File: config.mk
export PLATFORM = sky130hd
export DESIGN_NAME = dport_axil_bridge
export DESIGN_NICKNAME = d
export VERILOG_FILES = /design/src/rtl/dport_axil_bridge_pkg.sv /design/src/rtl/dport_axil_bridge.sv
export SDC_FILE = /design/constraint.sdc
export NUM_CORES = 1
export LEC_CHECK = 0
export ABC_AREA = 1
export CORE_ASPECT_RATIO = 1.4
export CORE_MARGIN = 2
export CORE_UTILIZATION = 35
export CTS_CLUSTER_SIZE = 25
export DETAILED_ROUTE_END_ITERATION = 7
export PLACE_DENSITY = 0.79
export RECOVER_POWER = 50
export SKIP_CTS_REPAIR_TIMING = 1
export SYNTH_ARGS = -nofsm -noshare
export SYNTH_HDL_FRONTEND = slang
export SYNTH_SLANG_ARGS = --single-unit
File: constraint.sdc
create_clock -name clk_i -period 1.48 [get_ports clk_i]
set_clock_uncertainty 0.2 [all_clocks]
set_input_delay 0.296 -clock clk_i [delete_from_list [all_inputs] [get_ports clk_i]]
set_output_delay 0.296 -clock clk_i [all_outputs]
set_load 0.05 [all_outputs]
File: src/rtl/dport_axil_bridge_pkg.sv
// Shared definitions for the core data-port to AXI4-Lite bridge: FSM state
// encoding, AXI response codes, request record and address helper.
package dport_axil_bridge_pkg;

  localparam logic [2:0] ST_IDLE  = 3'd0;
  localparam logic [2:0] ST_WADDR = 3'd1;
  localparam logic [2:0] ST_WRESP = 3'd2;
  localparam logic [2:0] ST_RADDR = 3'd3;
  localparam logic [2:0] ST_RDATA = 3'd4;
  localparam logic [2:0] ST_RESP  = 3'd5;

  localparam logic [1:0] AXI_RESP_OKAY   = 2'b00;
  localparam logic [1:0] AXI_RESP_SLVERR = 2'b10;

  typedef enum logic [1:0] {
    REQ_NONE,
    REQ_WRITE,
    REQ_READ,
    REQ_CMO
  } req_kind_e;

  typedef struct packed {
    logic [10:0] tag;
    logic [31:0] addr;
    logic [31:0] wdata;
    logic [3:0]  strb;
  } req_t;

  function automatic logic [31:0] word_align(input logic [31:0] addr);
    return {addr[31:2], 2'b00};
  endfunction

endpackage

File: src/rtl/dport_axil_bridge.sv
// Single-outstanding bridge from the core data port onto AXI4-Lite.
// Define DPORT_AXIL_TIMEOUT_EN to compile in the bus-stall timeout.
module dport_axil_bridge
  import dport_axil_bridge_pkg::*;
#(
  parameter int TIMEOUT_CYCLES = 256
) (
  input  logic        clk_i,
  input  logic        rst_i,
  input  logic [31:0] mem_d_addr_i,
  input  logic [31:0] mem_d_data_wr_i,
  input  logic        mem_d_rd_i,
  input  logic [3:0]  mem_d_wr_i,
  input  logic        mem_d_cacheable_i,
  input  logic [10:0] mem_d_req_tag_i,
  input  logic        mem_d_invalidate_i,
  input  logic        mem_d_writeback_i,
  input  logic        mem_d_flush_i,
  output logic [31:0] mem_d_data_rd_o,
  output logic        mem_d_accept_o,
  output logic        mem_d_ack_o,
  output logic        mem_d_error_o,
  output logic [10:0] mem_d_resp_tag_o,
  output logic        axi_awvalid_o,
  input  logic        axi_awready_i,
  output logic [31:0] axi_awaddr_o,
  output logic        axi_wvalid_o,
  input  logic        axi_wready_i,
  output logic [31:0] axi_wdata_o,
  output logic [3:0]  axi_wstrb_o,
  input  logic        axi_bvalid_i,
  output logic        axi_bready_o,
  input  logic [1:0]  axi_bresp_i,
  output logic        axi_arvalid_o,
  input  logic        axi_arready_i,
  output logic [31:0] axi_araddr_o,
  input  logic        axi_rvalid_i,
  output logic        axi_rready_o,
  input  logic [31:0] axi_rdata_i,
  input  logic [1:0]  axi_rresp_i
);

  logic [2:0]  state_q, state_d;
  req_t        req_q, req_d;
  logic        aw_pend_q, aw_pend_d;
  logic        w_pend_q, w_pend_d;
  logic [1:0]  resp_q, resp_d;
  logic [31:0] rdata_q, rdata_d;
  req_kind_e   kind;
  logic        tmo_hit;

  // Cacheability and byte offset carry no meaning for a word-wide AXI-Lite access.
  logic unused_inputs;
  assign unused_inputs = ^{mem_d_cacheable_i, mem_d_addr_i[1:0], 32'(TIMEOUT_CYCLES)};

  always_comb begin
    kind = REQ_NONE;
    if (|mem_d_wr_i) begin
      kind = REQ_WRITE;
    end else if (mem_d_rd_i) begin
      kind = REQ_READ;
    end else if (mem_d_invalidate_i || mem_d_writeback_i || mem_d_flush_i) begin
      kind = REQ_CMO;
    end
  end

  always_comb begin
    state_d   = state_q;
    req_d     = req_q;
    aw_pend_d = aw_pend_q;
    w_pend_d  = w_pend_q;
    resp_d    = resp_q;
    rdata_d   = rdata_q;
    case (state_q)
      ST_IDLE: begin
        if (kind != REQ_NONE) begin
          req_d.tag   = mem_d_req_tag_i;
          req_d.addr  = word_align(mem_d_addr_i);
          req_d.wdata = mem_d_data_wr_i;
          req_d.strb  = mem_d_wr_i;
          resp_d      = AXI_RESP_OKAY;
          rdata_d     = '0;
          case (kind)
            REQ_WRITE: begin
              state_d   = ST_WADDR;
              aw_pend_d = 1'b1;
              w_pend_d  = 1'b1;
            end
            REQ_READ: state_d = ST_RADDR;
            default:  state_d = ST_RESP;
          endcase
        end
      end
      ST_WADDR: begin
        // AW and W retire independently; the phase ends once both have.
        aw_pend_d = aw_pend_q & ~axi_awready_i;
        w_pend_d  = w_pend_q & ~axi_wready_i;
        if (!aw_pend_d && !w_pend_d) begin
          state_d = ST_WRESP;
        end else if (tmo_hit) begin
          state_d = ST_RESP;
          resp_d  = AXI_RESP_SLVERR;
        end
      end
      ST_WRESP: begin
        if (axi_bvalid_i) begin
          resp_d  = axi_bresp_i;
          state_d = ST_RESP;
        end else if (tmo_hit) begin
          state_d = ST_RESP;
          resp_d  = AXI_RESP_SLVERR;
        end
      end
      ST_RADDR: begin
        if (axi_arready_i) begin
          state_d = ST_RDATA;
        end else if (tmo_hit) begin
          state_d = ST_RESP;
          resp_d  = AXI_RESP_SLVERR;
        end
      end
      ST_RDATA: begin
        if (axi_rvalid_i) begin
          rdata_d = axi_rdata_i;
          resp_d  = axi_rresp_i;
          state_d = ST_RESP;
        end else if (tmo_hit) begin
          state_d = ST_RESP;
          resp_d  = AXI_RESP_SLVERR;
          rdata_d = '0;
        end
      end
      ST_RESP: state_d = ST_IDLE;
      default: state_d = ST_IDLE;
    endcase
  end

`ifdef DPORT_AXIL_TIMEOUT_EN
  localparam int CW = $clog2(TIMEOUT_CYCLES + 1);
  logic [CW-1:0] tmo_cnt_q, tmo_cnt_d;

  // Counts cycles spent in the current bus-wait state; restarts on every state change.
  assign tmo_hit = (tmo_cnt_q == CW'(TIMEOUT_CYCLES - 1));

  always_comb begin
    tmo_cnt_d = tmo_cnt_q;
    if (state_d != state_q) begin
      tmo_cnt_d = '0;
    end else if (state_q == ST_WADDR || state_q == ST_WRESP ||
                 state_q == ST_RADDR || state_q == ST_RDATA) begin
      tmo_cnt_d = tmo_cnt_q + CW'(1);
    end
  end

  always_ff @(posedge clk_i) begin
    if (rst_i) begin
      tmo_cnt_q <= '0;
    end else begin
      tmo_cnt_q <= tmo_cnt_d;
    end
  end
`else
  assign tmo_hit = 1'b0;
`endif

  always_ff @(posedge clk_i) begin
    if (rst_i) begin
      state_q   <= ST_IDLE;
      req_q     <= '0;
      aw_pend_q <= 1'b0;
      w_pend_q  <= 1'b0;
      resp_q    <= AXI_RESP_OKAY;
      rdata_q   <= '0;
    end else begin
      state_q   <= state_d;
      req_q     <= req_d;
      aw_pend_q <= aw_pend_d;
      w_pend_q  <= w_pend_d;
      resp_q    <= resp_d;
      rdata_q   <= rdata_d;
    end
  end

  assign mem_d_accept_o   = (state_q == ST_IDLE);
  assign mem_d_ack_o      = (state_q == ST_RESP);
  assign mem_d_error_o    = mem_d_ack_o && (resp_q != AXI_RESP_OKAY);
  assign mem_d_data_rd_o  = mem_d_ack_o ? rdata_q : '0;
  assign mem_d_resp_tag_o = req_q.tag;

  assign axi_awvalid_o = (state_q == ST_WADDR) && aw_pend_q;
  assign axi_wvalid_o  = (state_q == ST_WADDR) && w_pend_q;
  assign axi_awaddr_o  = req_q.addr;
  assign axi_wdata_o   = req_q.wdata;
  assign axi_wstrb_o   = req_q.strb;
  assign axi_bready_o  = (state_q == ST_WRESP);
  assign axi_arvalid_o = (state_q == ST_RADDR);
  assign axi_araddr_o  = req_q.addr;
  assign axi_rready_o  = (state_q == ST_RDATA);

endmodule

Yosys cells after proc, flatten, opt, wreduce, memory -nomap -nowiden
Cells that the tools add are included.
{"block": "op_classes", "eq_ne": 13, "muxes": 22, "n_bitwise": 4, "reduce_logical": 20}
{"op": "32-bit 2-to-1 mux", "count": 3}
{"op": "32-bit one-hot mux with 2 select lines", "count": 1}
{"op": "3-bit 2-to-1 mux", "count": 5}
{"op": "3-bit one-hot mux with 5 select lines", "count": 1}
{"op": "2-bit 2-to-1 mux", "count": 6}
{"op": "2-bit nonzero test", "count": 4}
{"op": "3-bit by 2-bit equality test with 1-bit output, second input constant", "count": 2}
{"op": "3-bit equality test, second input constant", "count": 2}
{"op": "2-bit by 1-bit inequality test with 1-bit output, second input constant", "count": 3}
{"op": "2-bit inequality test, second input constant", "count": 3}
{"op": "2-bit one-hot mux with 3 select lines", "count": 1}
{"op": "3-bit one-hot mux with 2 select lines", "count": 1}
{"op": "3-bit AND reduction", "count": 2}
{"op": "5-bit AND reduction", "count": 1}
{"op": "1-bit logical AND", "count": 4}
{"op": "1-bit one-hot mux with 2 select lines", "count": 2}
{"op": "4-bit AND reduction", "count": 1}
{"op": "4-bit OR reduction", "count": 1}
{"op": "3-bit by 1-bit equality test with 1-bit output, second input constant", "count": 1}
{"op": "3-bit logical NOT", "count": 1}
{"op": "3-bit nonzero test", "count": 1}
{"op": "1-bit AND", "count": 2}
{"op": "2-bit by 1-bit equality test with 1-bit output, second input constant", "count": 1}
{"op": "2-bit equality test, second input constant", "count": 1}
{"op": "5 further kinds", "count": 9}
{"block": "totals", "register_bits": 116, "input_bits": 127, "output_inout_bits": 151, "wordCells": 68}

Longest topological paths before layout
{"block": "logic_depth", "ltp_word": 9, "ltp_mapped": 10, "mapped_depth_nobuf": 9}

Worst setup path before layout
OpenSTA, ideal clock, no wires.
{"block": "synth_path", "path_type": "reg2out", "start": "register state_q[0]", "end": "output mem_d_data_rd_o[10]", "arrival_ps": 2311, "required_time_ps": 984, "slack_ps": -1327, "path_stages_with_launch": 6, "n_path_buf": 1, "path_cell_list": "dfxtp_1 -> nand2_1 -> nor2_1 -> inv_1 -> buf_1 -> nor2_1"}
{"block": "synth_via", "elab_chain_len": 2}
{"element": "from (decl)", "line_no": "dport_axil_bridge.sv:43", "source": "logic [2:0] state_q, state_d;"}
{"element": "from (signal assigned)", "line_no": "dport_axil_bridge.sv:175", "source": "state_q <= state_d;"}
{"element": "3-bit equality test", "line_no": "dport_axil_bridge.sv:185", "source": "assign mem_d_ack_o = (state_q == ST_RESP);"}
{"element": "net mem_d_ack_o", "line_no": "dport_axil_bridge.sv:21", "source": "output logic mem_d_ack_o,"}
{"element": "32-bit 2-to-1 mux", "line_no": "dport_axil_bridge.sv:187", "source": "assign mem_d_data_rd_o = mem_d_ack_o ? rdata_q : '0;"}
{"element": "to (decl)", "line_no": "dport_axil_bridge.sv:19", "source": "output logic [31:0] mem_d_data_rd_o,"}
The timed path passes the listed nets, and every way through them passes these cells.

Worst setup path in the final report
{"block": "layout_path", "start": "register state_q[1]", "end": "output mem_d_data_rd_o[10]"}
{"block": "layout_via", "elab_chain_len": 2}
{"element": "3-bit equality test", "line_no": "dport_axil_bridge.sv:185"}
{"element": "32-bit 2-to-1 mux", "line_no": "dport_axil_bridge.sv:187"}
No other way between the ends.

==> flow_summary.yaml <==
drt:
  vias: 6120
  viasPerCell: 5.05
  postRouteWirelength_um: 24400
  wire_per_inst_um: 20.1
  drc_errors: 0
  drt_iter0_drc: 271
  ant_nets: 0
  drt_first_pass_iters: 5
finish:
  area_growth_pct: 129
  final_nets: 1141
  drive_gt1_share_pct: 49.8
synth:
  synth_top_area_share_pct: 46.2
  yosys-top-cells-area: "dfxtp_1, nor2_1, o21ai_0, buf_4, inv_1"
  synth.distinct_cells: 24
  synth_edf_count: 0
  synthTopCellsByCount: "nor2_1, dfxtp_1, o21ai_0"
  ys_seq_elements: 116
  netlist_area_sq_um: 5020
  synth.most_common_cell: "nor2_1"
  synth_area_leader_cell: "dfxtp_1"
  synth_seq_area_share_pct: 46.2
  syn_avg_cell_area_sq_um: 7.14
  yosys_warnings: 0
  synthArstFlopShare_pct: 0
  synth_cells: 704
  synthFlopType: "dfxtp_1"
power_and_ir_drop:
  ir_drop_mv: 2.04
  power_density_nw_per_um2: 2850
  p_leak_uw: 0.00477
sta:
  layout_min_cycle_time_ns: 2.06
  final_hold_viol_count: 0
  drv_slew: 0
  tns_ns: -65.49
  fin_crit_sh_pct: 139
  finalWorstSetupSlack_ns: -0.580
  rsz0062_at_grt: "true"
  clock.fmax_ghz: 0.486
  holdWs_ns: 0.0704
  setup_viol: 157
clock_tree:
  clk_latency_ns: 0.41
  clkSinkCount: 116
  cts_tree: "yes"
  numCtsBuffers: 17
  clk_pin_slew_ns: 0.06
  cts_root_buf: "clkbuf_16"
  ctsLongestPathBuffers: 2
  htreeDepth: 4
floorplan:
  num_io_pins: 278
  initial_core_util_pct: 35.9
  num_rows: 51
  die_w_um: 105
  dieArea_sq_um: 15300
  die_height_um: 146
  core_area_sq_um: 14000
worst_hold_path:
  min_from: "mem_d_wr_i[3]"
  hp-class: "input port to register"
setup_path:
  crit_type: "register to primary output"
  r2r_start: "state_q[0]$_SDFFE_PP0P_"
  required_ns: 0.98
  start_kind: "register"
  cp-startpoint: "state_q[1]$_SDFFE_PP0P_"
  arrival_ns: 1.56
  critPathMaxFanout: 10
  cp-end-kind: "primary output"
global_routing:
  grt.overflow.total: 0
  grt_start_max_net_pins: 46
  grt_usage_pct: 23.6
  antenna_found_initial: 1
  grt_pass1_wl_um: 28600
  grt_pass1_vias: 5731
placement:
  dpl.hpwl_um: 14200
  dp_slack_ns: -0.605
  port_buffers: 270
  gp_congestion: 0.932
job:
  maxCapViolCount: 0
run_status:
  violations: "negative setup slack"
  status: "finished with violations"
## power by group
group	internal [uW]	switching (uW)	total, uW
clock	2460	1470	3930
combinational	10300	12300	22600
sequential	4730	1650	6380
## cell usage in the layout (no fill, tap or decap), types with 3 or more instances in the layout
cell	n
nor2_1	188
buf_12	141
clkdlybuf4s50_1	119
o21ai_2	83
dfxtp_1	72
buf_4	49
inv_1	48
nor2_4	42
nand2_1	38
dfxtp_2	38
clkbuf_16	30
buf_6	22
nand2_2	19
nor2_2	15
a21oi_1	15
a21oi_2	14
o21ai_1	10
clkbuf_8	9
nand4_1	8
buf_8	7
dfxtp_4	6
inv_2	5
nand3_1	5
nand2_4	4
conb_1	4
dlymetal6s2s_1	4
nand2_8	3
clkinv_2	3
## per-layer routing
metal / up-vias / GRT usage (%) / wire, um / share of wire [%]
li1: 2790 / - / - / -
met1: 2906 / 22.7 / 8150 / 33
met2: 328 / 43.7 / 13300 / 55
met3: 96 / 8.24 / 1540 / 6.3
met4: 0 / 11.9 / 1350 / 5.5
met5: - / 0 / 0 / 0
## registers in the layout, indices dropped and copies added (netlist names)
name	cells
aw_pend_q	1
axi_araddr_o	30
axi_wdata_o	32
axi_wstrb_o	4
mem_d_resp_tag_o	11
rdata_q	32
resp_q	2
state_q	3
w_pend_q	1
## final cells by class
type | count | area [sq um]
fill | 669 | 2450
timing repair buffer | 362 | 5230
clock inverter | 8 | 76.3
timing repair inverter | 1 | 16.3
clock buffer | 22 | 484
sequential | 116 | 2390
inverter | 58 | 258
tap | 185 | 231
multi-input combinational | 458 | 2830
antenna | 1 | 2.50
## kinds of logic after synthesis
logic type	count (synthesis)	synth area share [%]
compound gates	128	13.4
buf+inv	134	14.3
simple gates	325	26.0
other cells	1	0.0746
flops	116	46.2
## through the flow
| step | instances | utilization [%] | total power (uW) | cell area (sq um) |
|---|---|---|---|---|
| floorplan | 707 | - | 15900 | 5470 |
| finish | 1211 | 82.5 | 32900 | 11500 |
| global placement | 1133 | 69.9 | 23700 | 9760 |
| global route | 1211 | 82.5 | 34000 | 11500 |
| detailed placement | 1133 | 69.9 | 24200 | 9760 |
| CTS | 1163 | 73.9 | 28200 | 10300 |
## worst max-delay path, stage by stage (launching register included)
cell	delay (ns)
dfxtp_2	0.34
inv_2	0.06
nand2_2	0.07
nor2_4	0.14
inv_6	0.09
buf_12	0.17
nor2_4	0.13
buf_12	0.14
## worst paths after layout
| kind | to | slack [ns] | cells after the start |
|---|---|---|---|
| worst max-delay path | mem_d_data_rd_o[10] | -0.58 | 7 |
| worst min-delay path | axi_wstrb_o[3]$_SDFFE_PP0P_ | 0.07 | 3 |
| worst min register to register | rdata_q[18]$_SDFFE_PP0P_ | 0.26 | 2 |
| worst max register to register | rdata_q[29]$_SDFFE_PP0P_ | -0.57 | 12 |
(Power assumes the default switching activity.)
